==> src/rtl/tao_xung_pkg.sv <==
`default_nettype none
// ============================================================================
//  Module      : tao_xung_pkg
//  Description : Shared encodings for the N-channel pulse generator:
//                config-select codes, channel mode codes and the minimum
//                effective period.
//  Revision    : 1.0 - initial release
// ============================================================================
package tao_xung_pkg;

    // cfg_sel encodings (value 3 is reserved and ignored)
    localparam logic [1:0] SEL_P    = 2'd0;
    localparam logic [1:0] SEL_H    = 2'd1;
    localparam logic [1:0] SEL_MODE = 2'd2;

    // Channel output modes
    localparam logic MODE_SQUARE = 1'b0;
    localparam logic MODE_TICK   = 1'b1;

    // Programmed periods below this value behave as this value
    localparam int unsigned MIN_PERIOD = 2;

endpackage : tao_xung_pkg
`default_nettype wire

==> src/rtl/chia_xung_kenh.sv <==
`default_nettype none
// ============================================================================
//  Module      : chia_xung_kenh
//  Description : One pulse channel. Holds shadow (P, H, mode) registers that
//                accept config writes at any time, and active registers that
//                drive the period counter. Shadow values move to active only
//                at a period boundary or while the channel is disabled, so a
//                write never glitches or truncates the running period.
//  Ports       : clk_i     - clock, rising edge
//                rst_ni    - asynchronous active-low reset
//                en_i      - channel run enable
//                we_p_i    - write shadow period from data_i
//                we_h_i    - write shadow high time from data_i
//                we_mode_i - write shadow mode from data_i[0]
//                data_i    - write data
//                clko_o    - registered channel waveform
//                wrap_o    - registered strobe, high in cycle 0 of a period
//  Revision    : 1.0 - initial release
// ============================================================================
module chia_xung_kenh #(
    parameter int unsigned      CW    = 32,
    parameter logic [CW-1:0]    RST_P = '0,
    parameter logic [CW-1:0]    RST_H = '0
)(
    input  logic          clk_i,
    input  logic          rst_ni,
    input  logic          en_i,
    input  logic          we_p_i,
    input  logic          we_h_i,
    input  logic          we_mode_i,
    input  logic [CW-1:0] data_i,
    output logic          clko_o,
    output logic          wrap_o
);
    import tao_xung_pkg::*;

    logic [CW-1:0] p_sh_q,   p_sh_d;
    logic [CW-1:0] h_sh_q,   h_sh_d;
    logic          m_sh_q,   m_sh_d;
    logic [CW-1:0] p_act_q,  p_act_d;
    logic [CW-1:0] h_act_q,  h_act_d;
    logic          m_act_q,  m_act_d;
    logic [CW-1:0] cnt_q,    cnt_d;
    logic          run_q;
    logic          clko_q,   clko_d;
    logic          wrap_q,   wrap_d;

    logic [CW-1:0] w_last;      // last counter value of the current period
    logic          w_new_per;   // this edge starts cycle 0 of a period

    // Pe-1 with P in {0,1} treated as the minimum period
    assign w_last = (p_act_q < CW'(MIN_PERIOD)) ? CW'(MIN_PERIOD - 1)
                                                : (p_act_q - CW'(1));

    always_comb begin
        p_sh_d    = we_p_i    ? data_i    : p_sh_q;
        h_sh_d    = we_h_i    ? data_i    : h_sh_q;
        m_sh_d    = we_mode_i ? data_i[0] : m_sh_q;

        p_act_d   = p_act_q;
        h_act_d   = h_act_q;
        m_act_d   = m_act_q;
        cnt_d     = '0;
        w_new_per = 1'b0;

        if (!en_i) begin
            // Idle: keep active tracking shadow so enable starts on fresh values
            p_act_d = p_sh_q;
            h_act_d = h_sh_q;
            m_act_d = m_sh_q;
        end else if (!run_q || (cnt_q >= w_last)) begin
            // Enable edge or wrap: old shadow is latched, so a write on this
            // same edge lands in shadow only and waits for the next wrap.
            p_act_d   = p_sh_q;
            h_act_d   = h_sh_q;
            m_act_d   = m_sh_q;
            w_new_per = 1'b1;
        end else begin
            cnt_d = cnt_q + CW'(1);
        end

        // Outputs describe the cycle that begins at this edge
        wrap_d = en_i & w_new_per;
        clko_d = 1'b0;
        if (en_i) begin
            if (m_act_d == MODE_TICK) clko_d = w_new_per;
            else                      clko_d = (cnt_d < h_act_d);
        end
    end

    always_ff @(posedge clk_i or negedge rst_ni) begin
        if (!rst_ni) begin
            p_sh_q  <= RST_P;
            h_sh_q  <= RST_H;
            m_sh_q  <= MODE_SQUARE;
            p_act_q <= RST_P;
            h_act_q <= RST_H;
            m_act_q <= MODE_SQUARE;
            cnt_q   <= '0;
            run_q   <= 1'b0;
            clko_q  <= 1'b0;
            wrap_q  <= 1'b0;
        end else begin
            p_sh_q  <= p_sh_d;
            h_sh_q  <= h_sh_d;
            m_sh_q  <= m_sh_d;
            p_act_q <= p_act_d;
            h_act_q <= h_act_d;
            m_act_q <= m_act_d;
            cnt_q   <= cnt_d;
            run_q   <= en_i;
            clko_q  <= clko_d;
            wrap_q  <= wrap_d;
        end
    end

    assign clko_o = clko_q;
    assign wrap_o = wrap_q;

endmodule : chia_xung_kenh
`default_nettype wire

==> src/rtl/tao_xung_n_kenh.sv <==
`default_nettype none
// ============================================================================
//  Module      : tao_xung_n_kenh
//  Description : N independent programmable pulse channels. The top decodes
//                the shared config write port into per-channel strobes; all
//                timing lives in chia_xung_kenh. Channel i resets to period
//                DIV0>>i with half of that as high time.
//  Ports       : clki     - clock, rising edge
//                rst_n    - asynchronous active-low reset
//                en       - per-channel run enable
//                cfg_we   - config write strobe
//                cfg_ch   - target channel (values >= NCH are ignored)
//                cfg_sel  - 0 period, 1 high time, 2 mode, 3 reserved
//                cfg_data - write value
//                clko     - per-channel waveforms
//                wrap     - per-channel cycle-0 strobes
//  Revision    : 1.0 - initial release
// ============================================================================
module tao_xung_n_kenh #(
    parameter int unsigned NCH  = 3,
    parameter int unsigned CW   = 32,
    parameter int unsigned DIV0 = 100000000
)(
    input  logic           clki,
    input  logic           rst_n,
    input  logic [NCH-1:0] en,
    input  logic           cfg_we,
    input  logic [3:0]     cfg_ch,
    input  logic [1:0]     cfg_sel,
    input  logic [CW-1:0]  cfg_data,
    output logic [NCH-1:0] clko,
    output logic [NCH-1:0] wrap
);
    import tao_xung_pkg::*;

    generate
        for (genvar gi = 0; gi < NCH; gi++) begin : g_kenh
            localparam logic [CW-1:0] RST_P = CW'(DIV0 >> gi);
            localparam logic [CW-1:0] RST_H = CW'((DIV0 >> gi) / 2);

            logic w_hit;
            assign w_hit = cfg_we && (cfg_ch == 4'(gi));

            chia_xung_kenh #(
                .CW    (CW),
                .RST_P (RST_P),
                .RST_H (RST_H)
            ) u_kenh (
                .clk_i     (clki),
                .rst_ni    (rst_n),
                .en_i      (en[gi]),
                .we_p_i    (w_hit && (cfg_sel == SEL_P)),
                .we_h_i    (w_hit && (cfg_sel == SEL_H)),
                .we_mode_i (w_hit && (cfg_sel == SEL_MODE)),
                .data_i    (cfg_data),
                .clko_o    (clko[gi]),
                .wrap_o    (wrap[gi])
            );
        end
    endgenerate

endmodule : tao_xung_n_kenh
`default_nettype wire

==> config.mk <==
export PLATFORM = sky130hd
export DESIGN_NAME = tao_xung_n_kenh
export DESIGN_NICKNAME = d
export VERILOG_FILES = /design/src/rtl/tao_xung_pkg.sv /design/src/rtl/chia_xung_kenh.sv /design/src/rtl/tao_xung_n_kenh.sv
export SDC_FILE = /design/constraint.sdc
export NUM_CORES = 1
export LEC_CHECK = 0
export CAP_MARGIN = 10
export CORE_MARGIN = 3
export CORE_UTILIZATION = 65
export DETAILED_ROUTE_END_ITERATION = 8
export PLACE_DENSITY = 0.91
export SETUP_SLACK_MARGIN = 0.2
export SYNTH_ARGS = -nofsm -noshare
export SYNTH_HDL_FRONTEND = slang
export SYNTH_SLANG_ARGS = --single-unit
==> constraint.sdc <==
create_clock -name clki -period 12 [get_ports clki]
set_input_delay 1.2 -clock clki [delete_from_list [all_inputs] [get_ports clki]]
set_output_delay 1.2 -clock clki [all_outputs]
set_load 0.01 [all_outputs]
==> reports/summary.txt, run 1 <==
status -> finished, final reports clean
DR vias -> 18449
core area -> 39200 um^2
Slew HR -> 0.237
register area share after synthesis -> 0.481
Yosys top cell area share -> 0.336
Area Overhead vs Synth -> 10.3%
final worst path period need -> 8.09 ns
gpl congestion -> 0.927
Layout Nets -> 2624
row cnt -> 72
synthesized area -> 26100 um^2
Worst-Margin Slew -> 1.14 ns
fin util -> 0.736
CP max stage cell -> nand3_1
Worst VDD drop -> 0.135 mV
GRT Total Usage -> 0.306
Ys Warns -> 0
clock skew -> 0.0351 ns
Fin Setup TNS -> 0 ns
Vias/cell -> 6.26
Avg WL per Cell -> 21.6 um
Data required, critical path -> 12.49 ns
maxcap violations -> 0
antenna cell count -> 0
number of I/O pins -> 50
main combinational cell family by area after synthesis -> multiplexers
Setup crit start -> g_kenh[1].u_kenh.p_act_q[9]
critical path peak fanout -> 52
main area contributors after synthesis -> dfrtp_1 34%, dfstp_2 14%, mux2_2 13%
crit end category -> flip-flop
WL final -> 63.5 mm
CTS hold repair buffers -> 0
hold endpoint -> g_kenh[1].u_kenh.p_act_q[31]
pin count of the biggest net entering global routing -> 196
Max Fclk -> 124 MHz
final setup vio count -> 0
Antenna Nets Post-Route -> 0
kind of critical path -> flip-flop to flip-flop
grt ovf -> 0
CTS resizes -> 0
RSZ-0062 raised after global routing -> no
Hold Fails Final Rpt -> 0
Netlist cell types -> 67
Post-Synth Simple-Gate Area -> 0.132
critical hold path startpoint -> g_kenh[1].u_kenh.p_sh_q[31]
H-tree levels -> 2
largest area contributor in the netlist -> dfrtp_1
hold depth -> 2
XOR/XNOR Fraction of Synth Area -> 0.0570
fin crit share -> 0.674
first-pass GRT wire length -> 103 mm
synthesis-stage register bit count -> 495
PwrDens -> 158 nW/um^2
Worst-Skew Late Latency -> 0.61 ns
most common cell in the netlist -> dfrtp_1
vias in the first global route -> 19269
reg2reg setup slack -> 3.91 ns
DR pass1 iterations -> 7
Arr. time, crit path -> 8.57 ns
FF-to-FF End -> g_kenh[1].u_kenh.clko_o
Total Die Area -> 42600 um^2
initial antenna violation count -> 1
IO Port Bufs -> 49
detailed placement HPWL -> 43.7 mm
reg-to-reg startpoint -> g_kenh[1].u_kenh.p_act_q[9]
clock sink count -> 495
crit-path cells -> or4_1, nor2_1, nand2_1, nor4_1, nand3_1, nand2_1, ha_1, nand4_1, or4_1, o32ai_1, o21a_1, or2_4, buf_4, nor2_1, ha_1, nor4_1, o211ai_1, a221oi_1, o31ai_1, a211oi_1, o221ai_1, a31oi_1
fillers -> 2403
Lkg Pwr -> 14.2 nW
post-synthesis mux area share -> 0.161
post-synthesis adder-cell area fraction -> 0.0934
Worst Reg-to-Reg Cells -> 22
number of DRC markers in iteration 0 -> 1711
overall die height -> 207 um
asr flop ratio synth -> 1.00
post-synthesis compound-gate area fraction -> 0.0475
CTS max path bufs -> 3
Worst Setup Start Kind -> flip-flop
clock root buffer -> clkbuf_16
# DRC -> 0
Hold Crit Class -> flip-flop to flip-flop
Clock transition at path regs -> 0.07 ns
Syn Nets -> 2581
Syn Area/Cell -> 11.2 um^2
EDFF count, synth -> 0
Die Wd -> 207 um
fin cells -> 2945
CP top delay family -> simple AND/OR/NAND/NOR gates
post-CTS setup buffers -> 0
TritonCTS clock tree -> done
Synth Instances -> 2342
commonest cells in the netlist -> 351 x dfrtp_1, 293 x mux2_2, 280 x nand2_1, 195 x ha_1, 172 x nor2_1
worst path bufs/invs -> 1
ys flop type -> dfrtp_1
total power -> 4.57 mW
share of layout cells above drive strength 1 -> 0.226
Final Max Tran Viols -> 0
dpl cells -> 2850
Initial Util -> 0.667
Num CTS Buffers -> 50
CP max stage delay -> 0.87 ns
cell usage in the layout, fill, tap and decap left out, types with 14 or more instances in the layout:
| cell type | count |
|---|---|
| nand2b_1 | 15 |
| clkdlybuf4s50_1 | 48 |
| clkbuf_8 | 14 |
| nand2_1 | 280 |
| dfrtp_1 | 351 |
| nand4_1 | 45 |
| and3_1 | 19 |
| mux2i_1 | 92 |
| dfstp_2 | 144 |
| nor4_1 | 33 |
| nand3_1 | 60 |
| clkbuf_1 | 14 |
| nor3_1 | 44 |
| a21o_1 | 25 |
| buf_4 | 16 |
| inv_1 | 94 |
| mux2_2 | 293 |
| nor2_1 | 171 |
| xor2_1 | 108 |
| o21ai_0 | 36 |
| clkbuf_16 | 51 |
| xnor2_1 | 62 |
| ha_1 | 195 |
| a21oi_1 | 48 |
kinds of logic (layout without fill, tap and decap cells):
family,count (synthesis),after routing
xor+xnor,170,170
buf+inv,170,255
simple gates,741,741
mux,385,385
compound gates,186,186
flops,495,495
fa+ha+maj,195,195
layout make-up:
type | count | area, um^2 | share of cell area
multi-input cells | 1677 | 12900 | 0.447
flip-flops and latches | 495 | 12600 | 0.436
clock buffers | 79 | 1520 | 0.0528
repair buffers | 67 | 651 | 0.0226
well taps | 518 | 648 | 0.0225
inverters | 94 | 353 | 0.0122
clock inverters | 15 | 209 | 0.00725
where the power goes:
part | switching, mW | internal, mW
registers | 0.150 | 1.91
clock network | 0.674 | 0.959
logic | 0.501 | 0.377
state kept, by name, indices dropped and copies added, names as in the netlist, 96 cells and up:
name,cells
g_kenh.u_kenh.cnt_q,96
g_kenh.u_kenh.h_act_q,96
g_kenh.u_kenh.h_sh_q,96
g_kenh.u_kenh.p_act_q,96
g_kenh.u_kenh.p_sh_q,96
how the worst max path moves through the flow:
stage / depth (start not counted) / slack (ns) / to
floorplan: 26 / 6.34 / g_kenh[0].u_kenh.clko_o
global placement: 22 / 4.48 / g_kenh[1].u_kenh.clko_o
detailed placement: 24 / 4.25 / g_kenh[0].u_kenh.clko_o
CTS: 22 / 4.07 / g_kenh[1].u_kenh.clko_o
global route: 24 / 3.25 / g_kenh[0].u_kenh.clko_o
finish: 22 / 3.91 / g_kenh[1].u_kenh.clko_o
per-layer routing:
| metal | track usage | vias up | share of wire |
|---|---|---|---|
| met2 | 0.502 | 670 | 0.47 |
| met1 | 0.400 | 9237 | 0.41 |
| met4 | 0.133 | 0 | 0.047 |
| met3 | 0.0592 | 210 | 0.067 |
| li1 | - | 8332 | - |
| met5 | 0 | - | 0 |
worst min-delay path: cells and delay by family, from the launching register on:
kind	cells	cell delay (ns)
flip-flops	1	0.34
AND/OR/NAND/NOR	2	0.11
per-stage QoR:
stage               area (um^2)  hold WS (ns)  worst slack [ns]
floorplan                 26100         0.437              6.34
global placement          27100         0.441              4.48
detailed placement        27100         0.454              4.25
CTS                       28800         0.465              4.07
global route              28800         0.472              3.25
finish                    28800         0.464              3.91
No activity file was read; power rests on OpenSTA's default activity.
==> run 2, diff against run 1 <==
Settings changed: CORE_UTILIZATION 65 to 63, PLACE_DENSITY 0.91 to 0.88.
Clock period 12 ns to 8.3 ns, I/O delays scaled along.
==> run 2 against run 1 <==
Combinational power rose by 43%. Maximum frequency is 9.6% higher. Count of clock-buffer cells in the layout up 1. Final area rose by 0.30%. Clock power grew 48%. Power up 45%. First-iteration DRC count decreased by 4.9%. Final cell count increased by 0.44%. Largest cell class unchanged.
==> reports/summary.txt, run 2 (synthesis gave the netlist of run 1 again) <==
CTS resizes -> 0 (unchanged)
CTS max path bufs -> 3 (unchanged)
# DRC -> 0 (unchanged)
kind of critical path -> flip-flop to flip-flop
Fin Setup TNS -> 0 ns (unchanged)
Arr. time, crit path -> 7.84 ns (-0.73 ns)
overall die height -> 210 um (+1.5%)
vias in the first global route -> 18997 (-1.4%)
Area Overhead vs Synth -> 10.6%
CTS hold repair buffers -> 0 (unchanged)
Lkg Pwr -> 14.2 nW (+0.31%)
Top Metal Used -> met4
Antenna Nets Post-Route -> 0 (unchanged)
reg2reg setup slack -> 0.93 ns (-2.99 ns)
WL final -> 64.2 mm (+1.1%)
setup ws final -> 0.926 ns (-2.99 ns)
DR vias -> 18340 (-0.59%)
critical path peak fanout -> 66 (+27%)
gpl congestion -> 0.931 (+0.42%)
core area -> 40400 um^2 (+3.0%)
FF-to-FF End -> g_kenh[0].u_kenh.clko_o
Worst Reg-to-Reg Cells -> 24 (+9.1%)
most common cell after layout, fill and taps aside -> dfrtp_1
row cnt -> 73 (+1.4%)
share of layout cells above drive strength 1 -> 0.228 (+0.00232)
antenna cell count -> 0 (unchanged)
H-tree levels -> 2 (unchanged)
PwrDens -> 229 nW/um^2 (+45%)
Hold Fails Final Rpt -> 0 (unchanged)
Avg WL per Cell -> 21.7 um (+0.64%)
crit end category -> flip-flop
clock sink count -> 495 (unchanged)
most frequent cells in the layout -> 351 x dfrtp_1, 293 x mux2_2, 280 x nand2_1
Final Max Tran Viols -> 0 (unchanged)
clock skew -> 0.0189 ns (-0.0162 ns)
initial antenna violation count -> 1 (unchanged)
Worst-Skew Late Latency -> 0.60 ns (about the same)
WL met2 -> 30.0 mm (-0.19%)
Max Fclk -> 136 MHz (+9.6%)
Worst-Margin Slew -> 0.966 ns (-0.176 ns)
Die Wd -> 210 um (+1.5%)
final setup vio count -> 0 (unchanged)
Layout Nets -> 2628 (+0.15%)
fin cells -> 2958 (+0.44%)
Data required, critical path -> 8.77 ns (-3.72 ns)
M1 wire length -> 27.4 mm (+4.6%)
Slew HR -> 0.354 (+0.117)
first-pass GRT wire length -> 103 mm (+0.38%)
DR pass1 iterations -> 5 (-2)
Vias/cell -> 6.20 (-1.0%)
Worst VDD drop -> 0.196 mV (+45%)
total power -> 6.63 mW (+45%)
RSZ-0062 raised after global routing -> no
status -> finished, final reports clean
final worst path period need -> 7.37 ns (-0.711 ns)
Total Die Area -> 44000 um^2 (+3.1%)
TritonCTS clock tree -> done
fin crit share -> 0.888 (+0.215)
number of I/O pins -> 50 (unchanged)
Clock transition at path regs -> 0.06 ns (about the same)
GRT Total Usage -> 0.295 (-0.0113)
IO Port Bufs -> 49 (unchanged)
Hold Crit Class -> input port to async pin
Num CTS Buffers -> 52 (+4.0%)
detailed placement HPWL -> 43.7 mm (about the same)
post-CTS setup buffers -> 0 (unchanged)
clock root buffer -> clkbuf_16
reg-to-reg startpoint -> g_kenh[0].u_kenh.p_act_q[5]
dpl cells -> 2860 (+0.35%)
number of DRC markers in iteration 0 -> 1628 (-4.9%)
Worst Setup Start Kind -> flip-flop
Initial Util -> 0.647 (-0.0196)
Placement Setup Slack -> 0.965 ns (-3.29 ns)
met3 wire len -> 3.96 mm (-6.6%)
maxcap violations -> 0 (unchanged)
pin count of the biggest net entering global routing -> 148 (-24%)
grt ovf -> 0 (unchanged)
==> run 2: routing by layer <==
layer,up-vias,track usage
li1,8344,-
met1,9231,0.400
met2,597,0.476
met3,168,0.0523
met4,0,0.118
met5,-,0
==> run 2: power by group <==
group | switching, mW | leakage [nW] | total, mW | internal (mW)
sequential | 0.207 | 6.22 | 2.96 | 2.76
combinational | 0.713 | 7.14 | 1.26 | 0.548
clock | 0.981 | 0.873 | 2.41 | 1.43
==> run 2: worst max-delay path by stage <==
stage | slack (ns) | to | depth (start not counted) | startpoint
3_5_place_dp | 0.96 | g_kenh[0].u_kenh.clko_o | 24 | g_kenh[0].u_kenh.p_act_q[23]
2_1_floorplan | 2.64 | g_kenh[0].u_kenh.clko_o | 26 | g_kenh[0].u_kenh.p_act_q[23]
3_3_place_gp | 1.27 | g_kenh[0].u_kenh.clko_o | 24 | g_kenh[0].u_kenh.p_act_q[23]
4_1_cts | 0.92 | g_kenh[0].u_kenh.clko_o | 24 | g_kenh[0].u_kenh.p_act_q[23]
5_1_grt | 0.34 | g_kenh[0].u_kenh.clko_o | 24 | g_kenh[0].u_kenh.p_act_q[23]
6_report | 0.93 | g_kenh[0].u_kenh.clko_o | 24 | g_kenh[0].u_kenh.p_act_q[5]
==> run 2: worst max-delay path, stage by stage (launching register included) <==
cell	delay (ns)
dfrtp_1	0.40
nor4_1	0.54
nand3_1	0.36
nor3_1	0.49
nand2_1	0.30
nor2_1	0.20
xor2_1	0.18
nand2_1	0.08
ha_1	0.30
a21o_1	0.19
a21o_1	0.17
a21oi_1	0.14
o2111ai_1	0.16
a21oi_1	0.39
nand3_4	0.62
buf_6	0.51
mux2i_1	0.21
ha_1	0.34
nand4_1	0.14
nor3_1	0.53
nand2_1	0.15
nor3_1	0.29
nand3_1	0.11
a211oi_1	0.24
o31ai_1	0.11
==> run 2: area by class of cell <==
class	instances	area (um^2)
multi-input cells	1677	12900
flip-flops and latches	495	12600
fillers	2643	11500
clock buffers	80	1570
repair buffers	69	674
well taps	525	657
inverters	94	353
clock inverters	18	215
==> run 2: through the flow <==
| step | utilization | instance area (um^2) | hold slack (ns) |
|---|---|---|---|
| 2_1_floorplan | - | 26100 | 0.437 |
| 5_1_grt | 0.716 | 28900 | 0.340 |
| 6_report | 0.716 | 28900 | 0.289 |
| 3_5_place_dp | 0.672 | 27100 | 0.454 |
| 3_3_place_gp | 0.672 | 27100 | 0.445 |
| 4_1_cts | 0.716 | 28900 | 0.316 |
==> run 3, diff against run 2 <==
Settings changed: ABC_AREA from default to 1, HOLD_SLACK_MARGIN from default to 0.06.
==> run 3 against run 2 <==
Final cell count is 30% higher. Utilization is 1.3 points lower. Clock skew decreased by 0.0030 ns. Die area rose by 2.8%. Combinational power about the same.
==> reports/summary.txt, run 3 <==
PwrDens -> 222 nW/um^2 (-3.4%)
CP max stage cell -> clkinv_1
DR vias -> 22385 (+22%)
# DRC -> 0 (unchanged)
row cnt -> 75 (+2.7%)
Netlist cell types -> 53 (-21%)
clock skew -> 0.0159 ns (-0.00303 ns)
gpl congestion -> 0.941 (+1.1%)
fin cells -> 3846 (+30%)
Syn Nets -> 3484 (+35%)
crit end category -> flip-flop
Initial Util -> 0.640 (-0.00778)
Syn Area/Cell -> 8.29 um^2 (-26%)
Total Die Area -> 45200 um^2 (+2.8%)
Slew HR -> 0.217 (-0.137)
Area Overhead vs Synth -> 9.94%
final setup vio count -> 0 (unchanged)
share of layout cells above drive strength 1 -> 0.138 (-0.0904)
overall die height -> 213 um (+1.4%)
GRT Total Usage -> 0.328 (+0.0332)
DR pass1 iterations -> 7 (+2)
reg2reg setup slack -> 1.47 ns (+0.54 ns)
ys flop type -> dfrtp_1
Vias/cell -> 5.82 (-6.1%)
WL final -> 73.3 mm (+14%)
CTS resizes -> 0 (unchanged)
most common cell in the netlist -> nand2_1
TritonCTS clock tree -> done
EDFF count, synth -> 0 (unchanged)
Worst Setup Start Kind -> flip-flop
critical path peak fanout -> 36 (-45%)
kind of critical path -> flip-flop to flip-flop
Layout Nets -> 3499 (+33%)
Clock transition at path regs -> 0.06 ns (about the same)
initial antenna violation count -> 3 (+2)
Lkg Pwr -> 14.5 nW (+2.2%)
CP most frequent cell -> a21oi_1
post-CTS setup buffers -> 0 (unchanged)
CTS max path bufs -> 3 (unchanged)
largest area contributor in the netlist -> dfrtp_1
Worst-Skew Late Latency -> 0.60 ns (about the same)
core area -> 42000 um^2 (+4.1%)
maxcap violations -> 0 (unchanged)
first-pass GRT wire length -> 117 mm (+13%)
most common cell after layout, fill and taps aside -> nand2_1
detailed placement HPWL -> 51.4 mm (+18%)
Max Fclk -> 146 MHz (+7.9%)
CTS hold repair buffers -> 0 (unchanged)
register area share after synthesis -> 0.467 (-0.0135)
number of I/O pins -> 50 (unchanged)
RSZ-0062 raised after global routing -> no
H-tree levels -> 2 (unchanged)
final worst path period need -> 6.83 ns (-0.539 ns)
vias in the first global route -> 22041 (+16%)
synthesis-stage register bit count -> 495 (unchanged)
Fin Setup TNS -> 0 ns (unchanged)
Antenna Nets Post-Route -> 0 (unchanged)
Data required, critical path -> 8.82 ns (+0.05 ns)
Hold Crit Class -> input port to async pin
commonest cells in the netlist -> 769 x nand2_1, 382 x o21ai_0, 366 x inv_1, 351 x dfrtp_1, 261 x nor2_1
CP max stage delay -> 0.90 ns (+0.28 ns)
fillers -> 3160 (+20%)
clock sink count -> 495 (unchanged)
Worst VDD drop -> 0.164 mV (-16%)
pin count of the biggest net entering global routing -> 186 (+26%)
number of DRC markers in iteration 0 -> 2270 (+39%)
Final Max Tran Viols -> 0 (unchanged)
Ys Warns -> 0 (unchanged)
dpl cells -> 3745 (+31%)
Avg WL per Cell -> 19.1 um (-12%)
Num CTS Buffers -> 51 (-1.9%)
Synth Instances -> 3245 (+39%)
Arr. time, crit path -> 7.36 ns (-0.48 ns)
most frequent cells in the layout -> 763 x nand2_1, 382 x o21ai_0, 366 x inv_1
grt ovf -> 0 (unchanged)
synthesized area -> 26900 um^2 (+2.9%)
IO Port Bufs -> 49 (unchanged)
Worst-Margin Slew -> 1.17 ns (+0.204 ns)
Yosys top cell area share -> 0.327 (-0.00942)
status -> finished, final reports clean
clock root buffer -> clkbuf_16
Hold Fails Final Rpt -> 0 (unchanged)
Worst Reg-to-Reg Cells -> 31 (+29%)
asr flop ratio synth -> 1.00 (unchanged)
fin crit share -> 0.823 (-0.0649)
Die Wd -> 213 um (+1.4%)
main area contributors after synthesis -> dfrtp_1 33%, dfstp_2 14%, nand2_1 11%
[run 3: cell count changes after synthesis, moves of 89 or more]
| cell | delta |
|---|---|
| nor2_1 | +89 |
| o21ai_0 | +346 |
| or2_2 | +103 |
| inv_1 | +272 |
| nand2_1 | +489 |
| mux2_2 | -293 |
| mux2i_1 | -92 |
[run 3: worst max-delay path: cells and delay by family (launching register included)]
kind,cells,cell delay [ns]
flip-flops,1,0.41
buffers and inverters,5,1.33
adder cells (fa/ha/maj),3,0.82
AO/OA/AOI/OAI,8,1.72
AND/OR/NAND/NOR,15,2.46
[run 3: worst paths after layout]
| check | startpoint | endpoint |
|---|---|---|
| max | g_kenh[1].u_kenh.p_act_q[0] | g_kenh[1].u_kenh.clko_o |
| min | rst_n | g_kenh[2].u_kenh.cnt_q[25] |
| max reg2reg | g_kenh[1].u_kenh.p_act_q[0] | g_kenh[1].u_kenh.clko_o |
| min reg2reg | g_kenh[0].u_kenh.p_sh_q[14] | g_kenh[0].u_kenh.p_act_q[14] |
| max in group asynchronous | rst_n | g_kenh[0].u_kenh.clko_o |
| min in group clki | g_kenh[0].u_kenh.p_sh_q[14] | g_kenh[0].u_kenh.p_act_q[14] |
[run 3: logic make-up after synthesis]
logic type / after synthesis / share of synthesized area
AO/OA/AOI/OAI: 572 / 0.112
XOR/XNOR: 52 / 0.0169
buffers and inverters: 488 / 0.0690
AND/OR/NAND/NOR: 1443 / 0.244
adder cells (fa/ha/maj): 195 / 0.0907
flip-flops: 495 / 0.467
[run 3: layer usage]
layer,vias to the layer above,wire length [um],global-route usage
li1,10572,-,-
met1,10767,31300,0.458
met2,882,33100,0.513
met3,162,6200,0.0674
met4,2,2630,0.119
met5,-,14,0
[run 3: cell type report]
cell class,instances,area (um^2),share of cell area
Antenna cell,4,10.0,0.000339
Clock buffer,67,1450,0.0490
Clock inverter,29,259,0.00876
Inverter,389,1460,0.0494
Multi-Input combinational cell,2262,12500,0.423
Sequential cell,495,12600,0.425
Tap cell,539,674,0.0228
Timing Repair Buffer,61,623,0.0211
[run 3: power breakdown]
part	leakage (nW)	internal, mW	total, mW	switching (mW)
registers	6.19	2.74	2.92	0.188
logic	7.51	0.449	1.28	0.835
clock network	0.843	1.33	2.34	1.01
[run 3: metrics by stage]
stage	total power, mW	hold slack [ns]	setup WS, ns	area, um^2	util
floorplan	3.78	0.448	3.31	26900	-
global placement	4.14	0.455	1.82	27800	0.662
detailed placement	4.21	0.457	1.58	27800	0.662
CTS	6.56	0.268	1.54	29500	0.703
global route	6.88	0.293	0.673	29500	0.703
finish	6.55	0.230	1.47	29600	0.703
